<file path="src/rtl/ariane_pkg.sv">
// Shared types and sizing for the scoreboard slice: entry record, exception record, FU kinds.
// Consumed by scoreboard and, when SB_FORWARD_EN is defined, sb_fwd_lookup.
package ariane_pkg;

  localparam int NR_SB_ENTRIES = 4;
  localparam int TRANS_ID_BITS = $clog2(NR_SB_ENTRIES);
  localparam int NR_WB_PORTS   = 2;

  typedef enum logic [2:0] {
    NONE = 3'd0,
    ALU  = 3'd1,
    LSU  = 3'd2,
    MULT = 3'd3,
    CSR  = 3'd4
  } fu_t;

  typedef struct packed {
    logic [63:0] cause;
    logic [63:0] tval;
    logic        valid;
  } exception;

  typedef struct packed {
    logic [63:0]              pc;
    logic [TRANS_ID_BITS-1:0] trans_id;
    fu_t                      fu;
    logic [4:0]               rs1;
    logic [4:0]               rs2;
    logic [4:0]               rd;
    logic [63:0]              result;
    logic                     valid;
    exception                 ex;
  } scoreboard_entry;

endpackage

</file>
<file path="src/rtl/sb_fwd_lookup.sv">
// Age-ordered rd match over allocated scoreboard entries (youngest first) for operand forwarding.
// Only compiled when SB_FORWARD_EN is defined.
`ifdef SB_FORWARD_EN
module sb_fwd_lookup
  import ariane_pkg::*;
#(
  parameter int NR_ENTRIES = NR_SB_ENTRIES
) (
  input  logic [4:0]                   rs_i,
  input  logic [NR_ENTRIES-1:0]        alloc_i,
  input  logic [NR_ENTRIES-1:0]        done_i,
  input  logic [NR_ENTRIES-1:0][4:0]   rd_i,
  input  logic [NR_ENTRIES-1:0][63:0]  result_i,
  input  logic [TRANS_ID_BITS-1:0]     tail_i,
  output logic [63:0]                  operand_o,
  output logic                         operand_valid_o
);

  // Allocated entries are contiguous from head to tail-1, so walking back from tail-1
  // visits them youngest to oldest; the first match is the producer we depend on.
  always_comb begin
    logic                     hit;
    logic [TRANS_ID_BITS-1:0] idx;
    hit             = 1'b0;
    idx             = '0;
    operand_o       = '0;
    operand_valid_o = 1'b0;
    for (int k = 0; k < NR_ENTRIES; k++) begin
      idx = tail_i - TRANS_ID_BITS'(k + 1);
      if (!hit && rs_i != 5'd0 && alloc_i[idx] && rd_i[idx] == rs_i) begin
        hit             = 1'b1;
        operand_o       = result_i[idx];
        operand_valid_o = done_i[idx];
      end
    end
  end

endmodule
`endif

</file>
<file path="src/rtl/scoreboard.sv">
// In-order allocate / out-of-order writeback / in-order commit tracker of in-flight instructions.
// Define SB_FORWARD_EN to add rs1/rs2 operand forwarding ports backed by sb_fwd_lookup.
module scoreboard
  import ariane_pkg::*;
#(
  parameter int NR_ENTRIES  = NR_SB_ENTRIES,
  parameter int NR_WB_PORTS = ariane_pkg::NR_WB_PORTS
) (
  input  logic                                         clk_i,
  input  logic                                         rst_i,
  input  logic                                         flush_i,
  output logic                                         full_o,
  input  scoreboard_entry                              decoded_instr_i,
  input  logic                                         decoded_valid_i,
  output scoreboard_entry                              issue_instr_o,
  output logic                                         issue_valid_o,
  input  logic                                         issue_ack_i,
  output logic [31:0]                                  rd_busy_o,
  input  logic [NR_WB_PORTS-1:0]                       wb_valid_i,
  input  logic [NR_WB_PORTS-1:0][TRANS_ID_BITS-1:0]    wb_trans_id_i,
  input  logic [NR_WB_PORTS-1:0][63:0]                 wb_data_i,
  input  exception [NR_WB_PORTS-1:0]                   wb_ex_i,
  output scoreboard_entry                              commit_instr_o,
  output logic                                         commit_valid_o,
  input  logic                                         commit_ack_i
`ifdef SB_FORWARD_EN
  ,
  input  logic [4:0]                                   rs1_i,
  input  logic [4:0]                                   rs2_i,
  output logic [63:0]                                  rs1_o,
  output logic [63:0]                                  rs2_o,
  output logic                                         rs1_valid_o,
  output logic                                         rs2_valid_o
`endif
);

  scoreboard_entry          mem [NR_ENTRIES];
  logic [NR_ENTRIES-1:0]    alloc;
  logic [NR_ENTRIES-1:0]    done;
  logic [TRANS_ID_BITS-1:0] head;
  logic [TRANS_ID_BITS-1:0] tail;
  logic [TRANS_ID_BITS:0]   count;
  logic                     clear;
  logic                     do_alloc;
  logic                     do_commit;
  logic                     wb_conflict;
  logic                     unused_trans_id;

  assign clear          = rst_i | flush_i;
  assign full_o         = (count == (TRANS_ID_BITS + 1)'(NR_ENTRIES));
  assign issue_valid_o  = decoded_valid_i & ~full_o;
  assign do_alloc       = issue_valid_o & issue_ack_i;
  assign commit_valid_o = alloc[head] & done[head];
  assign do_commit      = commit_valid_o & commit_ack_i;

  // Incoming trans_id is always replaced by the tail index.
  assign unused_trans_id = ^decoded_instr_i.trans_id;

  always_comb begin
    issue_instr_o          = decoded_instr_i;
    issue_instr_o.trans_id = tail;
  end

  // Control state: pointers, occupancy, allocation and result-valid bits.
  always_ff @(posedge clk_i) begin
    if (clear) begin
      head  <= '0;
      tail  <= '0;
      count <= '0;
      alloc <= '0;
      done  <= '0;
    end else begin
      if (do_alloc) begin
        alloc[tail] <= 1'b1;
        done[tail]  <= decoded_instr_i.valid;
        tail        <= tail + 1'b1;
      end
      for (int p = 0; p < NR_WB_PORTS; p++) begin
        if (wb_valid_i[p] && alloc[wb_trans_id_i[p]]) begin
          done[wb_trans_id_i[p]] <= 1'b1;
        end
      end
      // NOTE: non-blocking writes to the same bit resolve last-wins, so the commit clear
      // below overrides any writeback to the head issued in the same cycle.
      if (do_commit) begin
        alloc[head] <= 1'b0;
        done[head]  <= 1'b0;
        head        <= head + 1'b1;
      end
      case ({do_alloc, do_commit})
        2'b10:   count <= count + 1'b1;
        2'b01:   count <= count - 1'b1;
        default: count <= count;
      endcase
    end
  end

  // NOTE: entry payload carries no reset; alloc/done gate every use of it, which keeps
  // the array free of a reset fan-out.
  always_ff @(posedge clk_i) begin
    if (!clear) begin
      if (do_alloc) begin
        mem[tail] <= issue_instr_o;
      end
      for (int p = 0; p < NR_WB_PORTS; p++) begin
        if (wb_valid_i[p] && alloc[wb_trans_id_i[p]]) begin
          mem[wb_trans_id_i[p]].result <= wb_data_i[p];
          if (wb_ex_i[p].valid) begin
            mem[wb_trans_id_i[p]].ex <= wb_ex_i[p];
          end
        end
      end
    end
  end

  always_comb begin
    commit_instr_o       = mem[head];
    commit_instr_o.valid = done[head];
  end

  // NOTE: every always_comb output gets a default first so no path leaves it unassigned.
  always_comb begin
    rd_busy_o = '0;
    for (int i = 0; i < NR_ENTRIES; i++) begin
      if (alloc[i] && mem[i].fu != NONE) begin
        rd_busy_o[mem[i].rd] = 1'b1;
      end
    end
    rd_busy_o[0] = 1'b0;
  end

  always_comb begin
    wb_conflict = 1'b0;
    for (int p = 0; p < NR_WB_PORTS; p++) begin
      for (int q = p + 1; q < NR_WB_PORTS; q++) begin
        if (wb_valid_i[p] && wb_valid_i[q] && wb_trans_id_i[p] == wb_trans_id_i[q]) begin
          wb_conflict = 1'b1;
        end
      end
    end
  end

  // Two ports writing the same entry in one cycle is a protocol violation upstream.
  wb_unique_id : assert property (@(posedge clk_i) disable iff (rst_i) !wb_conflict);

`ifdef SB_FORWARD_EN
  logic [NR_ENTRIES-1:0][4:0]  ent_rd;
  logic [NR_ENTRIES-1:0][63:0] ent_result;

  always_comb begin
    for (int i = 0; i < NR_ENTRIES; i++) begin
      ent_rd[i]     = mem[i].rd;
      ent_result[i] = mem[i].result;
    end
  end

  sb_fwd_lookup #(.NR_ENTRIES(NR_ENTRIES)) u_fwd_rs1 (
    .rs_i            (rs1_i),
    .alloc_i         (alloc),
    .done_i          (done),
    .rd_i            (ent_rd),
    .result_i        (ent_result),
    .tail_i          (tail),
    .operand_o       (rs1_o),
    .operand_valid_o (rs1_valid_o)
  );

  sb_fwd_lookup #(.NR_ENTRIES(NR_ENTRIES)) u_fwd_rs2 (
    .rs_i            (rs2_i),
    .alloc_i         (alloc),
    .done_i          (done),
    .rd_i            (ent_rd),
    .result_i        (ent_result),
    .tail_i          (tail),
    .operand_o       (rs2_o),
    .operand_valid_o (rs2_valid_o)
  );
`endif

endmodule

</file>
<file path="config.mk">
export PLATFORM = sky130hd
export DESIGN_NAME = scoreboard
export DESIGN_NICKNAME = d
export VERILOG_FILES = /design/src/rtl/ariane_pkg.sv /design/src/rtl/sb_fwd_lookup.sv /design/src/rtl/scoreboard.sv
export SDC_FILE = /design/constraint.sdc
export NUM_CORES = 2
export LEC_CHECK = 0
export CORE_AREA = 3 3 498 500
export DETAILED_ROUTE_END_ITERATION = 7
export DIE_AREA = 0 0 501 503
export PLACE_DENSITY = 0.5
export SLEW_MARGIN = 20
export SYNTH_ARGS = -nofsm -noshare
export SYNTH_HDL_FRONTEND = slang
export SYNTH_HIERARCHICAL = 1
export SYNTH_SLANG_ARGS = --single-unit
</file>
<file path="constraint.sdc">
create_clock -name clk_i -period 10.9 [get_ports clk_i]
set_clock_uncertainty 0.1 [all_clocks]
set_input_delay 2.18 -clock clk_i [delete_from_list [all_inputs] [get_ports clk_i]]
set_output_delay 2.18 -clock clk_i [all_outputs]
set_load 0.01 [all_outputs]
</file>
==> impl_metrics.toml <==
[logic_synthesis]
synth.cell_area_um2 = 59900
synth_edf_count = 1108
synth_commonest_cells = "edfxtp_1 (1,108), nor2_1 (795), nand2_1 (549)"
synth_top_area_share = 0.556
ys_warn_count = 6
synth_cell_types = 59
yosysSeqAreaShare = 0.561
async_flop_share = 0
synth-seq-cells = 1125
syn_inst = 5296
post-synth-top-count-cell = "edfxtp_1"
syn-num-nets = 5982
synth_top_cells_by_area = "edfxtp_1 (56%), mux4_2 (10%), a31oi_1 (5.4%)"
synth_top_flop_cell = "edfxtp_1"
synth_top_area_cell = "edfxtp_1"
syn_area_per_cell_um2 = 11.3

[timing]
setup_viol = 0
fin_tns_setup_ns = 0
worstMarginPinSlew_ns = 1.31
slew_violations = 0
clock.fmax_mhz = 165
hold_violations = 0
min_period_over_period = 0.556
period_minus_slack_ns = 6.06
rsz0062_at_grt = "no"
max-slew-margin-rel = 0.130
fin_hold_ws_ns = 0.401

[critical_path]
cp_max_fo = 5
critical-path-max-stage-delay_ns = 0.92
crit_buf_inv = 2
cp_slowest_cell = "clkdlybuf4s50_1"
reg2reg_slack_ns = 6.65
r2r_end = "mem[0][21]"
crit_arrival_ns = 3.78
crit_path_frequent_cell = "clkdlybuf4s50_1"
critical_path_required_ns = 8.62
start_kind = "primary input"
path_cells = "clkdlybuf4s50_1 -> clkdlybuf4s50_1"
rr_worst_depth = 8
reg2reg_from = "tail[1]"
worstSetupEndpointType = "primary output"
cp_top_family = "buffers and inverters"
path_class = "in -> out"

[pwr]
p_per_area_nw_per_um2 = 128
p_clk_frac = 0.460
seq_power_share = 0.472
power_w = 0.0100
swShare = 0.233
switchingPower_w = 0.00233
ir_worst_vdd_mv = 0.111
pwr-share-comb = 0.068
leakage_nw = 23.5
p_int_w = 0.00769

[final_layout]
post_layout_nonfiller_instances = 9411
syn2layout_area_growth_pct = 30.6
drive_gt1_frac = 0.0959
final_util = 0.321
nets = 6728
fillers = 24200

[route]
vias_per_cell = 5.38
routedWlPerCell_um = 31.0
wl_um = 292000
ant_nets = 0
drcViolationCount = 1
vias = 50700
first_pass_iters = 8
drt_iter0_drc = 6553

[die]
rows = 181
fp.dieW_um = 501
die_y_um = 503
dieArea_um2 = 252000
initial_core_util = 0.246
core_um2 = 243000
ios = 1267

[clock_network]
clk_latency_ns = 0.79
cts_root_buf = "clkbuf_16"
ctsHoldBuffers = 0
htree_num_levels = 4
cts_buffer_depth = 3
cts.sinks = 1125
cts_tree = "built"
cts_setup_buffers = 0
cts_buffers = 141
clk_pin_slew_worst_paths_ns = 0.06
cts_resized = 0

[hold_path]
hold_end = "count[2]"
min_from = "count[2]"
hp-class = "reg -> reg"
hold_depth = 2

[global_routing]
grt_max_degree = 178
grt_pass1_vias = 47200
grt_pass1_wl_um = 394000
grt.total_usage = 0.220
grt.overflow.total = 0
antenna_found_initial = 137

[placed_design]
gp_congestion = 0.839
numPortBuffers = 1263
dp_hpwl_um = 187000
dp.cells = 9099

[job]
drv_cap = 0

[outcome]
violations = "design-rule violations"
status = "finished, violations left"
## power groups by stage
stage	clock network [W]	logic [W]	registers [W]
2_1_floorplan	0	0.000171	0.00482
3_3_place_gp	0	0.000672	0.00482
3_5_place_dp	0	0.000677	0.00482
4_1_cts	0.00474	0.000682	0.00473
5_1_grt	0.00491	0.000712	0.00473
6_report	0.00461	0.000683	0.00473
## layout by cell type, fill, tap and decap left out, types with 9 or more instances in the layout
cell type,count
a22oi_1,293
nand2b_1,13
clkinv_2,18
nor3_1,12
nor3b_1,12
inv_1,13
nand2_1,548
nand3_1,540
clkbuf_16,144
diode_2,57
buf_12,18
ha_1,9
nand4_1,9
a31oi_1,513
dfxtp_1,15
mux4_2,279
clkdlybuf4s50_1,1263
nor2_1,792
buf_4,67
clkbuf_1,31
a21oi_1,268
clkinv_1,34
edfxtp_1,1108
## per-stage QoR
step           area [µm²]  worst slack (ns)
2_1_floorplan       59900              1.91
3_3_place_gp        73500              4.50
3_5_place_dp        73500              4.51
4_1_cts             78000              4.73
5_1_grt             78100              4.69
6_report            78200              4.84
## worst max-delay path by stage
stage                             start                  end  slack (ns)  cells past startpoint
detailed placement                rst_i          mem[0][103]        4.51                      7
global placement                  rst_i          mem[0][103]        4.50                      7
finish              decoded_instr_i[43]    issue_instr_o[43]        4.84                      2
CTS                            register  commit_instr_o[141]        4.73                      3
floorplan                         rst_i            mem[0][0]        1.91                      4
global route            decoded_valid_i        issue_valid_o        4.69                      4
## cell type report
| cell class | count | area [µm²] | area share |
|---|---|---|---|
| flip-flops and latches | 1125 | 33600 | 0.430 |
| well taps | 3202 | 4010 | 0.0512 |
| inverters | 17 | 86.3 | 0.00110 |
| multi-input cells | 3408 | 22300 | 0.285 |
| clock buffers | 176 | 3730 | 0.0478 |
| diodes | 57 | 143 | 0.00182 |
| clock inverters | 77 | 754 | 0.00965 |
| repair buffers | 1349 | 13500 | 0.173 |
## layer usage
| metal | vias to the layer above | routed length, µm | GRT usage |
|---|---|---|---|
| li1 | 21500 | - | - |
| met1 | 25300 | 113000 | 0.280 |
| met2 | 3208 | 137000 | 0.356 |
| met3 | 527 | 30900 | 0.0644 |
| met4 | 72 | 9630 | 0.0798 |
| met5 | - | 490 | 0 |
## flip-flops by register name (all words and copies together), names as in the netlist, named ones only
register,cells
alloc,4
count,3
done,4
head,2
mem,1108
tail,2
## cells by family after synthesis
kind of cell             after synthesis  synth area share
multiplexers                         284             0.106
adder cells (fa/ha/maj)               10           0.00221
other                                  1         0.0000626
buffers and inverters                763            0.0693
XOR/XNOR                               3          0.000439
flip-flops                          1125             0.561
AND/OR/NAND/NOR                     2000             0.144
AO/OA/AOI/OAI                       1110             0.117
Note: power is estimated with default switching activity, not from simulation.
